[src/rtl/div_share_ctrl.sv]
// Shares one combinational signed divider between two requesters. Operands are
// registered and held for SETTLE cycles before the quotient is captured.
module div_share_ctrl #(
  parameter int N      = 32,
  parameter int SETTLE = 4
) (
  input  logic         clk,
  input  logic         reset,
  input  logic         req0_valid,
  output logic         req0_ready,
  input  logic [N-1:0] req0_dividend,
  input  logic [N-1:0] req0_divisor,
  output logic         resp0_valid,
  input  logic         resp0_ready,
  output logic [N-1:0] resp0_quotient,
  output logic         resp0_dbz,
  input  logic         req1_valid,
  output logic         req1_ready,
  input  logic [N-1:0] req1_dividend,
  input  logic [N-1:0] req1_divisor,
  output logic         resp1_valid,
  input  logic         resp1_ready,
  output logic [N-1:0] resp1_quotient,
  output logic         resp1_dbz,
  output logic [N-1:0] div_dividend,
  output logic [N-1:0] div_divisor,
  input  logic [N-1:0] div_quotient,
  output logic         busy
);

  localparam int CW = (SETTLE > 1) ? $clog2(SETTLE) : 1;

  typedef enum logic [1:0] {
    ST_IDLE   = 2'd0,
    ST_SETTLE = 2'd1,
    ST_RESP   = 2'd2
  } state_t;

  state_t              state_reg, state_next;
  logic [CW-1:0]       count_reg;
  logic                owner_reg, owner_next;
  logic                last_grant_reg;
  logic [1:0]          req_valid, resp_ready, grant, accept;
  logic [1:0]          resp_valid_reg, resp_valid_next;
  logic                busy_reg, busy_next;
  logic [1:0][N-1:0]   quotient_w;
  logic [1:0]          dbz_w;
  logic                sel_port, sel_zero, settle_done;
  logic [N-1:0]        sel_dividend, sel_divisor;
  logic [N-1:0]        div_dividend_reg, div_divisor_reg;

  assign req_valid  = {req1_valid, req0_valid};
  assign resp_ready = {resp1_ready, resp0_ready};

  // Round-robin on contention: the port that did not win last time goes first.
  always_comb begin
    grant[0] = req_valid[0] & (~req_valid[1] | last_grant_reg);
    grant[1] = req_valid[1] & (~req_valid[0] | ~last_grant_reg);
  end

  assign accept       = (state_reg == ST_IDLE) ? grant : 2'b00;
  assign req0_ready   = accept[0];
  assign req1_ready   = accept[1];
  assign sel_port     = grant[1];
  assign sel_dividend = sel_port ? req1_dividend : req0_dividend;
  assign sel_divisor  = sel_port ? req1_divisor : req0_divisor;
  assign sel_zero     = (sel_divisor == '0);
  assign settle_done  = (state_reg == ST_SETTLE) && (count_reg == '0);

  always_ff @(posedge clk) begin
    if (reset) begin
      state_reg <= ST_IDLE;
    end else begin
      state_reg <= state_next;
    end
  end

  always_comb begin
    state_next = state_reg;
    case (state_reg)
      ST_IDLE: begin
        if (|accept) begin
          state_next = sel_zero ? ST_RESP : ST_SETTLE;
        end
      end
      ST_SETTLE: begin
        if (count_reg == '0) begin
          state_next = ST_RESP;
        end
      end
      ST_RESP: begin
        if (resp_ready[owner_reg]) begin
          state_next = ST_IDLE;
        end
      end
      default: state_next = ST_IDLE;
    endcase
  end

  always_comb begin
    owner_next         = (|accept) ? sel_port : owner_reg;
    busy_next          = (state_next != ST_IDLE);
    resp_valid_next[0] = (state_next == ST_RESP) && !owner_next;
    resp_valid_next[1] = (state_next == ST_RESP) && owner_next;
  end

  // Divider operands move only on an accept, keeping the multicycle path stable.
  always_ff @(posedge clk) begin
    if (reset) begin
      resp_valid_reg   <= 2'b00;
      busy_reg         <= 1'b0;
      owner_reg        <= 1'b0;
      last_grant_reg   <= 1'b1;
      count_reg        <= '0;
      div_dividend_reg <= '0;
      div_divisor_reg  <= '0;
    end else begin
      resp_valid_reg <= resp_valid_next;
      busy_reg       <= busy_next;
      owner_reg      <= owner_next;
      if (|accept) begin
        last_grant_reg   <= sel_port;
        div_dividend_reg <= sel_dividend;
        div_divisor_reg  <= sel_divisor;
        count_reg        <= CW'(SETTLE - 1);
      end else if ((state_reg == ST_SETTLE) && (count_reg != '0)) begin
        count_reg <= count_reg - CW'(1);
      end
    end
  end

  genvar gi;
  generate
    for (gi = 0; gi < 2; gi++) begin : g_port
      logic [N-1:0] quotient_reg;
      logic         dbz_reg;

      // A zero divisor answers immediately; the divider output is never looked at.
      always_ff @(posedge clk) begin
        if (reset) begin
          quotient_reg <= '0;
          dbz_reg      <= 1'b0;
        end else if (accept[gi] && sel_zero) begin
          quotient_reg <= '0;
          dbz_reg      <= 1'b1;
        end else if (settle_done && (owner_reg == 1'(gi))) begin
          quotient_reg <= div_quotient;
          dbz_reg      <= 1'b0;
        end
      end

      assign quotient_w[gi] = quotient_reg;
      assign dbz_w[gi]      = dbz_reg;
    end
  endgenerate

  assign resp0_valid    = resp_valid_reg[0];
  assign resp1_valid    = resp_valid_reg[1];
  assign resp0_quotient = quotient_w[0];
  assign resp1_quotient = quotient_w[1];
  assign resp0_dbz      = dbz_w[0];
  assign resp1_dbz      = dbz_w[1];
  assign div_dividend   = div_dividend_reg;
  assign div_divisor    = div_divisor_reg;
  assign busy           = busy_reg;

endmodule

[config.mk]
export PLATFORM = sky130hd
export DESIGN_NAME = div_share_ctrl
export DESIGN_NICKNAME = d
export VERILOG_FILES = /design/src/rtl/div_share_ctrl.sv
export SDC_FILE = /design/constraint.sdc
export NUM_CORES = 1
export LEC_CHECK = 0
export CORE_AREA = 10 10 126 128
export DETAILED_ROUTE_END_ITERATION = 7
export DIE_AREA = 0 0 136 138
export GPL_TIMING_DRIVEN = 0
export PLACE_DENSITY = 0.95
export SETUP_SLACK_MARGIN = 0.15
export SLEW_MARGIN = 10
export SYNTH_ARGS = -nofsm -noshare
export SYNTH_HDL_FRONTEND = slang
export SYNTH_SLANG_ARGS = --single-unit
[constraint.sdc]
create_clock -name clk -period 3 [get_ports clk]
set_clock_uncertainty 0.15 [all_clocks]
set_input_delay 0.3 -clock clk [delete_from_list [all_inputs] [get_ports clk]]
set_output_delay 0.3 -clock clk [all_outputs]
set_load 0.01 [all_outputs]
* Word-level counts from Yosys, hierarchy flattened
Cells that the tools add are included.
** Storage, ports and cells
- Register bits :: 139
- Bits of input ports :: 166
- Output and inout bits :: 135
- Logic and storage cells :: 62
** Operators by class
- $add $sub $neg :: 1
- Magnitude comparators :: 1
- Equal/unequal tests :: 3
- Mux-type cells :: 17
- Bitwise logic cells :: 8
- Reductions and logical operators :: 20
** Operators by type and width (count)
- 2-to-1 mux 32 bit :: 2
- zero test 32 bit :: 1
- 2-to-1 mux 2 bit :: 7
- nonzero test 2 bit :: 5
- logical AND 1 bit :: 8
- 2-to-1 mux 1 bit :: 7
- case mux 2 bit (3 select lines) :: 1
- OR reduction 2 bit :: 3
- equality test 2 bit (second input constant) :: 2
- zero test 2 bit :: 2
- inverter 1 bit :: 4
- bitwise AND 1 bit :: 2
- equality test 2 x 1 -> 1 bit (second input constant) :: 1
- < comparator 1 x 2 -> 1 bit (second input constant) :: 1
- bitwise OR 1 bit :: 2
- subtractor 2 x 1 -> 2 bit (second input constant) :: 1
- zero test 1 bit :: 1

* Depth between registers and ports, before layout
Gate-level depths: netlist of run 1.
- Depth in word-level cells :: 10
- Gate-level depth with buffers :: 7
- Gate-level depth less buffers :: 6

* Worst setup path before layout of run 1
No wires, ideal clock.
- Kind :: input-to-reg
- From :: in req1_divisor[12]
- To :: reg g_port[1].quotient_reg[10] (netlist: resp1_quotient[10])
- Setup time :: 116 ps
- Data arrival time :: 1346 ps
- Required time :: 2734 ps
- Path slack :: 1388 ps
- Stages on the path :: 6
- Buffers on the path :: 1
- Cells stage by stage :: nor4_1 -> nand4_1 -> a22oi_2 -> a21o_2 -> buf_6 -> a21oi_1
** On the way
- Cells in the longest elaborated chain, start to end :: 4
** RTL lines
- from (decl) :: RTL line 20 : input logic [N-1:0] req1_divisor,
- 2-to-1 mux 32 bit :: RTL line 66 : assign sel_divisor = sel_port ? req1_divisor : req0_divisor;
- zero test 32 bit :: RTL line 67 : assign sel_zero = (sel_divisor == '0);
- logical AND 1 bit :: RTL line 143 : end else if (accept[gi] && sel_zero) begin
- OR reduction 2 bit (no line)
- to (signal assigned) :: RTL line 147 : quotient_reg <= div_quotient;
- to (decl) :: RTL line 135 : logic [N-1:0] quotient_reg;
No other way between the ends.
A chain may end at the register's enable or synchronous reset.

* Worst setup path in the final report of run 1
- From :: reg state_reg[0]
- To :: out req0_ready
** On the way
- Cells in the longest elaborated chain, start to end :: 2
** RTL lines
- from (decl) :: RTL line 39 : state_t state_reg, state_next;
- from (signal assigned) :: RTL line 74 : state_reg <= state_next;
- zero test 2 bit :: RTL line 61 : assign accept = (state_reg == ST_IDLE) ? grant : 2'b00;
- 2-to-1 mux 2 bit :: RTL line 61
- to (decl) :: RTL line 10 : output logic req0_ready,
No other way between the ends.

==> results.md, run 1 <==
* Status: completed
* Total Nets Final at 1,173
* Per-cell routed wire length at 19.5 um
* Core area at 13,500 um2
* Worst Path Class, Setup: reg2out
* CTS buffer count at 17
* Synth Flop Type: dfxtp_1
* CP required at 2.55 ns
* Largest cells by area after synthesis: dfxtp_1, nand2_1, a311oi_1
* Final Critical Period at 2.49 ns
* IO buf count at 300
* Initial antenna violation count at 1
* Post-synth EDFFs at 0
* Pin count of the biggest net entering global routing at 17
* DR vias/cell at 5.27
* CTS tree: built
* Share of layout cells above drive strength 1 at 7.46%
* Final instance area at 9490 um2
* Final antenna-violating net count at 0
* Max-cap viol count at 0
* Crit end category: output pin
* Max Slew Vio Count at 0
* Worst path arrival time at 2.04 ns
* # fillers at 988
* Relative slew slack at 53.4%
* Crit path cell chain: nor2_2 > nand2_1 > or2_2 > inv_2 > clkdlybuf4s50_1
* Maximum clock rate at 402 MHz
* Starting density of the core at 42.0%
* DRC Markers at 0
* YS warnings at 0
* Minimum hold slack at 0.304 ns
* 1st-pass router iterations at 5
* Max incr delay on CP at 0.54 ns
* CTS Buffer Depth at 2
* Grt ovf at 0
* Dpl cell area at 8910 um2
* Final Util at 70.3%
* Yosys top cell area share at 49.0%
* Via count at 6,329
* Placer's final routability congestion estimate at 0.894
* Ports at 301
* DP Wirelength at 18,800 um
* Post-synth top area cell: dfxtp_1
* Clk slew on worst S/H paths at 0.06 ns
* Clock insertion delay at the later pin of the skew report at 0.41 ns
* RSZ-0062 raised after global routing: false
* Sequential share of the synthesized area at 49.0%
* Global-route wire length before repair at 35,000 um
* Inst Count DP at 1,167
* Clock H-tree levels at 4
* Pwr dens at 619 nW/um2
* Final Non-Filler Cells at 1,200
* Post-Syn Area at 5680 um2
* Ys async rst share at 0%
* First-iteration detailed-routing DRC count at 244
* Setup-failing EPs final at 0
* Floorplan row count at 43
* Root buffer cell: clkbuf_16
* Die height at 138 um
* CP Max Fanout at 6
* Final Hold Viols at 0
* Hold Path Class: in2reg
* Least-Margin Pin Slew at 0.691 ns
* Cell variety after synth at 36
* GRT Total Usage at 23.7%
* Sinks on the clock net at 139
* TNS Setup at 0 ns
* Crit path max-delay cell type: clkdlybuf4s50_1
* Leak pwr at 3.54 nW
* Routed WL at 23,400 um
* Hold Buf Count CTS at 0
* Commonest cells in the netlist: nand2_1, dfxtp_1, nor2_1, a311oi_1, a21oi_1
* Avg Cell Area, Syn at 8.26 um2
* Die width at 136 um
* Post-CTS Setup Bufs at 0
* CP startpoint kind: flop
* Synth Register Bits at 139
* Count leader, synth: nand2_1
* Vias in the first global route at 6,467
* Post-CTS Resized at 0
* Area grow syn2layout at 67.2%
* Syn nets at 854
* Die ar. at 18,800 um2
* Gate Count Post-Synth at 687
* Peak supply drop at 0.405 mV
* Tcrit/Tclk final at 83.0%
-- path summary, 6_finish.rpt --
kind	start	endpoint	slack (ns)	depth (start not counted)
worst max-delay path	state_reg[0]$_SDFF_PP0_	req0_ready	0.51	5
worst min-delay path	req0_dividend[27]	div_dividend[27]$_SDFFE_PP0N_	0.30	3
worst max register to register	last_grant_reg$_SDFFE_PP1N_	resp1_quotient[1]$_SDFFE_PP0P_	1.05	6
worst min register to register	resp1_quotient[30]$_SDFFE_PP0P_	resp1_quotient[30]$_SDFFE_PP0P_	0.30	2
-- critical path: cells and delay by family, from the launching register on --
kind	cells	cell delay, ns
DFF	1	0.35
and+or+nand+nor	3	0.65
buffers and inverters	2	0.62
-- area by class of cell --
type                            count  area (um2)  area share, %
Inverter                            6        22.5          0.237
Multi-Input combinational cell    489        2580           27.2
Antenna cell                        1        2.50         0.0264
Tap cell                          180         225           2.37
Clock inverter                     14         145           1.53
Timing Repair Buffer              300        3000           31.6
Sequential cell                   139        2780           29.3
Clock buffer                       18         439           4.63
Buffer                             53         293           3.08
-- logic make-up after synthesis --
kind of cell,Yosys count,share of synthesized area [%]
fa+ha+maj,1,0.220
compound gates,118,15.6
xor+xnor,1,0.154
mux,34,5.99
buf+inv,59,5.55
flops,139,49.0
simple gates,335,23.5
-- routing by layer --
metal	up-vias	GRT usage (%)	share of wire (%)
li1	3020	-	-
met1	2945	23.5	36
met2	319	41.6	50
met3	45	11.1	12
met4	0	9.03	2.8
met5	-	0	0
-- report_power, final --
group	total [mW]	switching (mW)	internal [mW]	leakage, nW
clock	2.07	0.826	1.25	0.279
combinational	1.61	0.791	0.822	2.12
sequential	2.19	0.120	2.07	1.14
-- stage by stage --
step                power [mW]  worst slack [ns]
floorplan                 2.94              1.39
global placement          3.80             0.302
detailed placement        3.84             0.318
CTS                       5.91             0.502
global route              6.12             0.403
finish                    5.88             0.510
-- layout by cell type, fill, tap and decap left out, types with 6 or more instances in the layout --
| master | n |
|---|---|
| a311oi_1 | 64 |
| a21oi_1 | 39 |
| nor4_1 | 12 |
| mux2i_1 | 34 |
| buf_6 | 6 |
| clkbuf_1 | 18 |
| clkdlybuf4s50_1 | 300 |
| nor2_1 | 101 |
| dfxtp_1 | 139 |
| clkbuf_16 | 17 |
| buf_2 | 24 |
| nand2_1 | 199 |
(Power assumes the default switching activity.)
==> run 2, diff against run 1 <==
- CORE_AREA: 10 10 126 128 -> 10 10 131 133
- DIE_AREA: 0 0 136 138 -> 0 0 141 143
- PLACE_DENSITY: 0.95 -> 0.9
- clock period: 3 -> 2.4 ns (I/O delays scaled with it)
==> run 2 against run 1 <==
  * Sequential power rose by 25%
  * Critical path depth unchanged
  * Critical path type is now in2out
  * Highest routed layer unchanged
  * Largest power group is now the clock network
  * Sequential share of layout area down 0.29 points
  * Final area grew 1.0%
==> results.md, run 2 (synthesized netlist as in run 1, its figures left out) <==
* Max-cap viol count at 0 (unchanged)
* Most frequent cells in the layout: clkdlybuf4s50_1, nand2_1, dfxtp_1, nor2_1, a311oi_1
* Die ar. at 20,200 um2 (+7.4%)
* Met2 Use GR at 39.2% (-2.4 points)
* Pin count of the biggest net entering global routing at 17 (unchanged)
* Grt ovf at 0 (unchanged)
* GR Layer Usage met1 at 23.3% (-0.28 points)
* Tcrit/Tclk final at 89.3%
* Placer's final routability congestion estimate at 0.953 (+6.6%)
* Most Crowded Layer GR: met2
* Routed WL at 23,800 um (+2.1%)
* Global Route met3 Usage at 11.2% (+0.13 points)
* Sinks on the clock net at 139 (unchanged)
* Crit end category: output pin
* Final Non-Filler Cells at 1,206 (+0.50%)
* CP Max Fanout at 5 (-1)
* CTS buffer count at 17 (unchanged)
* Root buffer cell: clkbuf_16
* Die width at 141 um (+3.7%)
* Combinational Power Share at 26.4% (-1.0 points)
* Final Hold Viols at 0 (unchanged)
* Starting density of the core at 39.4% (-2.7 points)
* Dpl ws at -0.264 ns (-0.582 ns)
* Status: completed
* Max Slew Vio Count at 0 (unchanged)
* Clock H-tree levels at 4 (unchanged)
* Pwr dens at 795 nW/um2 (+28%)
* CP required at 2.01 ns (-0.54 ns)
* Die height at 143 um (+3.6%)
* Clk slew on worst S/H paths at 0.06 ns (about the same)
* Setup-failing EPs final at 0 (unchanged)
* Per-cell routed wire length at 19.8 um (+1.6%)
* Via count at 6,261 (-1.1%)
* Fin worst setup slack at 0.256 ns (-0.254 ns)
* RSZ-0062 raised after global routing: false
* CTS tree: built
* CP startpoint kind: input pin
* Inst Count DP at 1,171 (+0.34%)
* Floorplan row count at 44 (+2.3%)
* DRC Markers at 0 (unchanged)
* Final Util at 66.5% (-3.8 points)
* Worst Path Class, Setup: in2out
* Core area at 14,400 um2 (+6.8%)
* Leak pwr at 3.58 nW (+1.3%)
* IO buf count at 300 (unchanged)
* Global-route wire length before repair at 36,200 um (+3.3%)
* Worst path arrival time at 1.75 ns (-0.29 ns)
* Least-Margin Pin Slew at 0.674 ns (-0.0162 ns)
* GRT Total Usage at 22.7% (-0.95 points)
* Initial antenna violation count at 2 (+1)
* Relative slew slack at 54.5% (+1.1 points)
* Commonest non-fill, non-tap cell in the layout: clkdlybuf4s50_1
* DR vias/cell at 5.19 (-1.6%)
* Area grow syn2layout at 68.9%
* Switch share at 29.0% (-0.55 points)
* Maximum clock rate at 466 MHz
* 1st-pass router iterations at 5 (unchanged)
* Cell internal pwr at 5.41 mW (+31%)
* Clock power frac at 37.6% (+2.3 points)
* Peak supply drop at 0.473 mV (+17%)
* DP Wirelength at 19,300 um (+2.3%)
* Vias in the first global route at 6,511 (+0.68%)
* Final Critical Period at 2.14 ns
* Total Nets Final at 1,174 (+0.085%)
* Clock insertion delay at the later pin of the skew report at 0.41 ns (about the same)
* Hold Path Class: in2reg
* CTS Buffer Depth at 2 (unchanged)
* Flop pwr share at 35.9% (-1.4 points)
* Net Sw Power at 2.21 mW (+27%)
* First-iteration detailed-routing DRC count at 264 (+8.2%)
* Final antenna-violating net count at 0 (unchanged)
* Ports at 301 (unchanged)
* Share of layout cells above drive strength 1 at 7.65% (+0.19 points)
## run 2: cell count changes in the layout (fill, tap and decap cells not counted), moves of 2 or more
cell,before,now
clkinvlp_4,4,2
clkinv_2,4,0
bufinv_16,2,4
inv_6,3,5
## run 2: power by group through the flow
stage / Combinational (mW) / Sequential [mW] / Clock, mW
6_report: 2.02 / 2.74 / 2.87
5_1_grt: 2.20 / 2.77 / 3.00
4_1_cts: 2.03 / 2.74 / 2.90
3_5_place_dp: 2.01 / 2.78 / 0
3_3_place_gp: 1.99 / 2.77 / 0
2_1_floorplan: 0.776 / 2.89 / 0
## run 2: per-stage QoR
step / TNS (ns) / hold slack, ns / power [mW] / cell area, um2
finish: 0 / 0.242 / 7.62 / 9590
global route: 0 / 0.246 / 7.97 / 9590
detailed placement: -10.40 / 0.294 / 4.79 / 8910
global placement: -10.08 / 0.290 / 4.75 / 8910
CTS: 0 / 0.227 / 7.67 / 9570
floorplan: 0 / 0.223 / 3.67 / 5680
## run 2: worst paths after layout
path,slack [ns],cells past startpoint,to,start
min reg2reg,0.30,2,resp1_quotient[31]$_SDFFE_PP0P_,resp1_quotient[31]$_SDFFE_PP0P_
max,0.26,5,req1_ready,req1_valid
min,0.24,3,div_dividend[3]$_SDFFE_PP0N_,req0_dividend[3]
max reg2reg,0.48,6,resp1_quotient[27]$_SDFFE_PP0P_,last_grant_reg$_SDFFE_PP1N_
## run 2: worst max-delay path: stages
cell and delay (ns):
clkdlybuf4s50_1 0.53, a21boi_4 0.20, nand2_1 0.12, inv_1 0.10, clkdlybuf4s50_1 0.56
## run 2: layout make-up
type                       instances  area, um2
fill                            1150       4840
timing repair buffer             301       3010
sequential                       139       2780
multi-input combinational        489       2600
clock buffer                      18        439
buffer                            53        293
tap                              184        230
clock inverter                    14        208
inverter                           6       22.5
antenna                            2       5.00
## run 2: what timing repair did
item	in CTS	in global routing
resized for setup	3	1
setup buffers	0	1
hold buffers	0	0
endpoints found under the setup margin	2	32
## run 2: per-layer routing
layer | share of wire (%) | vias to the layer above
li1 | - | 3011
met1 | 35 | 2916
met2 | 50 | 293
met3 | 12 | 41
met4 | 2.5 | 0
met5 | 0 | -
==> run 3, diff against run 2 <==
- RECOVER_POWER: default -> 100
- SETUP_SLACK_MARGIN: 0.15 -> default
==> run 3 against run 2 <==
  * Register-to-register slack got worse by 0.19 ns
  * Sequential share of layout area increased by 0.084 points
  * Worst setup slack got worse by 0.12 ns
  * Power decreased by 1.4%
  * Clock power about the same
  * Non-clock buffer count unchanged
  * Count of clock-buffer cells in the layout unchanged
  * Critical path depth increased by 2
  * Fmax decreased by 5.3%
  * First-iteration DRC count increased by 6.8%
  * Sequential cell count unchanged
  * Largest power group unchanged
==> results.md, run 3 (synthesized netlist as in run 1, its figures left out) <==
* Status: completed
* Worst path arrival time at 2.42 ns (+0.67 ns)
* Final Critical Period at 2.26 ns (+0.121 ns)
* Routed wl met2 at 12,000 um (+0.55%)
* Area grow syn2layout at 68.4%
* Routed WL at 23,800 um (about the same)
* Top sig layer: met4
* Total Nets Final at 1,174 (unchanged)
* Commonest non-fill, non-tap cell in the layout: nand2_1
* Setup-failing EPs final at 0 (unchanged)
* Floorplan row count at 44 (unchanged)
* Pin count of the biggest net entering global routing at 17 (unchanged)
* DR vias/cell at 5.21 (+0.29%)
* Clock H-tree levels at 4 (unchanged)
* Root buffer cell: clkbuf_16
* Max-cap viol count at 0 (unchanged)
* Max Slew Vio Count at 0 (unchanged)
* TNS Setup at 0 ns (unchanged)
* First-iteration detailed-routing DRC count at 282 (+6.8%)
* Most frequent cells in the layout: nand2_1, clkdlybuf4s50_1, dfxtp_1, dlygate4sd3_1, nor2_1
* Global-route wire length before repair at 36,200 um (about the same)
* Via count at 6,279 (+0.29%)
* CTS buffer count at 17 (unchanged)
* GRT Total Usage at 22.7% (about the same)
* Share of layout cells above drive strength 1 at 6.86% (-0.78 points)
* Clk slew on worst S/H paths at 0.06 ns (about the same)
* Die height at 143 um (unchanged)
* Final Hold Viols at 0 (unchanged)
* RSZ-0062 raised after global routing: false
* CTS Buffer Depth at 2 (unchanged)
* 1st-pass router iterations at 5 (unchanged)
* Tcrit/Tclk final at 94.4% (+5.0 points)
* Core area at 14,400 um2 (unchanged)
* Initial antenna violation count at 2 (unchanged)
* Ports at 301 (unchanged)
* Hold Path Class: in2reg
* CP Max Fanout at 10 (+5)
* Per-cell routed wire length at 19.8 um (about the same)
* Starting density of the core at 39.4% (unchanged)
* CP startpoint kind: input pin
* CTS tree: built
* CP required at 2.56 ns (+0.55 ns)
* Sinks on the clock net at 139 (unchanged)
* Maximum clock rate at 442 MHz (-5.3%)
* Placer's final routability congestion estimate at 0.953 (unchanged)
* Grt ovf at 0 (unchanged)
* Vias in the first global route at 6,514 (+0.046%)
* Met1 wire length at 8430 um (+0.25%)
* Relative slew slack at 51.0% (-3.4 points)
* Tot Pwr at 7.52 mW (-1.4%)
* Hold Buf Count CTS at 0 (unchanged)
* IO buf count at 300 (unchanged)
* Final antenna-violating net count at 0 (unchanged)
* Pwr dens at 787 nW/um2 (-1.1%)
* Die ar. at 20,200 um2 (unchanged)
* DP Wirelength at 19,300 um (unchanged)
* Routed wl met3 at 2890 um (+1.0%)
* Peak supply drop at 0.474 mV (+0.22%)
* Crit end category: flop
* Die width at 141 um (unchanged)
* Leak pwr at 3.93 nW (+9.6%)
* Clock insertion delay at the later pin of the skew report at 0.41 ns (about the same)
* Least-Margin Pin Slew at 0.728 ns (+0.0535 ns)
* Worst Path Class, Setup: in2reg
* DRC Markers at 0 (unchanged)
-- run 3: metrics by stage --
step | util [%] | cell area (um2) | setup WS, ns | cells | hold slack (ns)
finish | 66.3 | 9560 | 0.136 | 1206 | 0.242
global route | 66.3 | 9560 | 0.0458 | 1206 | 0.246
CTS | 66.3 | 9560 | 0.00623 | 1203 | 0.227
detailed placement | 61.8 | 8910 | -0.264 | 1171 | 0.294
global placement | 61.8 | 8910 | -0.242 | 1171 | 0.290
floorplan | - | 5680 | 0.805 | 687 | 0.223
-- run 3: final cells by class --
| type | count | area [um2] |
|---|---|---|
| repair buffers | 301 | 3010 |
| diodes | 2 | 5.00 |
| clock buffers | 18 | 439 |
| flip-flops and latches | 139 | 2780 |
| plain buffers | 53 | 283 |
| inverters | 6 | 22.5 |
| fillers | 1159 | 4860 |
| multi-input cells | 489 | 2580 |
| clock inverters | 14 | 208 |
| well taps | 184 | 230 |
-- run 3: final timing paths --
check | to | slack [ns] | cells past startpoint | from
worst max register to register | div_divisor[7]$_SDFFE_PP0N_ | 0.29 | 5 | last_grant_reg$_SDFFE_PP1N_
worst min register to register | resp1_quotient[2]$_SDFFE_PP0P_ | 0.30 | 2 | resp1_quotient[2]$_SDFFE_PP0P_
worst max-delay path | resp0_quotient[4]$_SDFFE_PP0P_ | 0.14 | 7 | req0_divisor[0]
worst min-delay path | div_dividend[3]$_SDFFE_PP0N_ | 0.24 | 3 | req0_dividend[3]
-- run 3: repair_timing --
action,in CTS,in global routing
gates resized for setup,1,1
pin swaps,0,1
buffers inserted,0,1
setup endpoints to repair,1,1
-- run 3: worst max-delay path, cell delays in order --
cell             delay (ns)
clkdlybuf4s50_1        0.45
nor4_1                 0.67
nand4_1                0.22
mux2i_1                0.35
a31o_4                 0.26
buf_6                  0.16
nor2_1                 0.06
-- run 3: power by group --
part | leakage [nW] | switching (mW) | internal (mW)
Combinational | 2.48 | 0.987 | 0.934
Clock | 0.310 | 1.08 | 1.79
Sequential | 1.14 | 0.137 | 2.59
-- run 3: metal layers --
metal | vias to the layer above | GRT usage (%)
li1 | 3020 | -
met1 | 2929 | 23.2
met2 | 293 | 39.2
met3 | 37 | 11.2
met4 | 0 | 8.75
met5 | - | 0
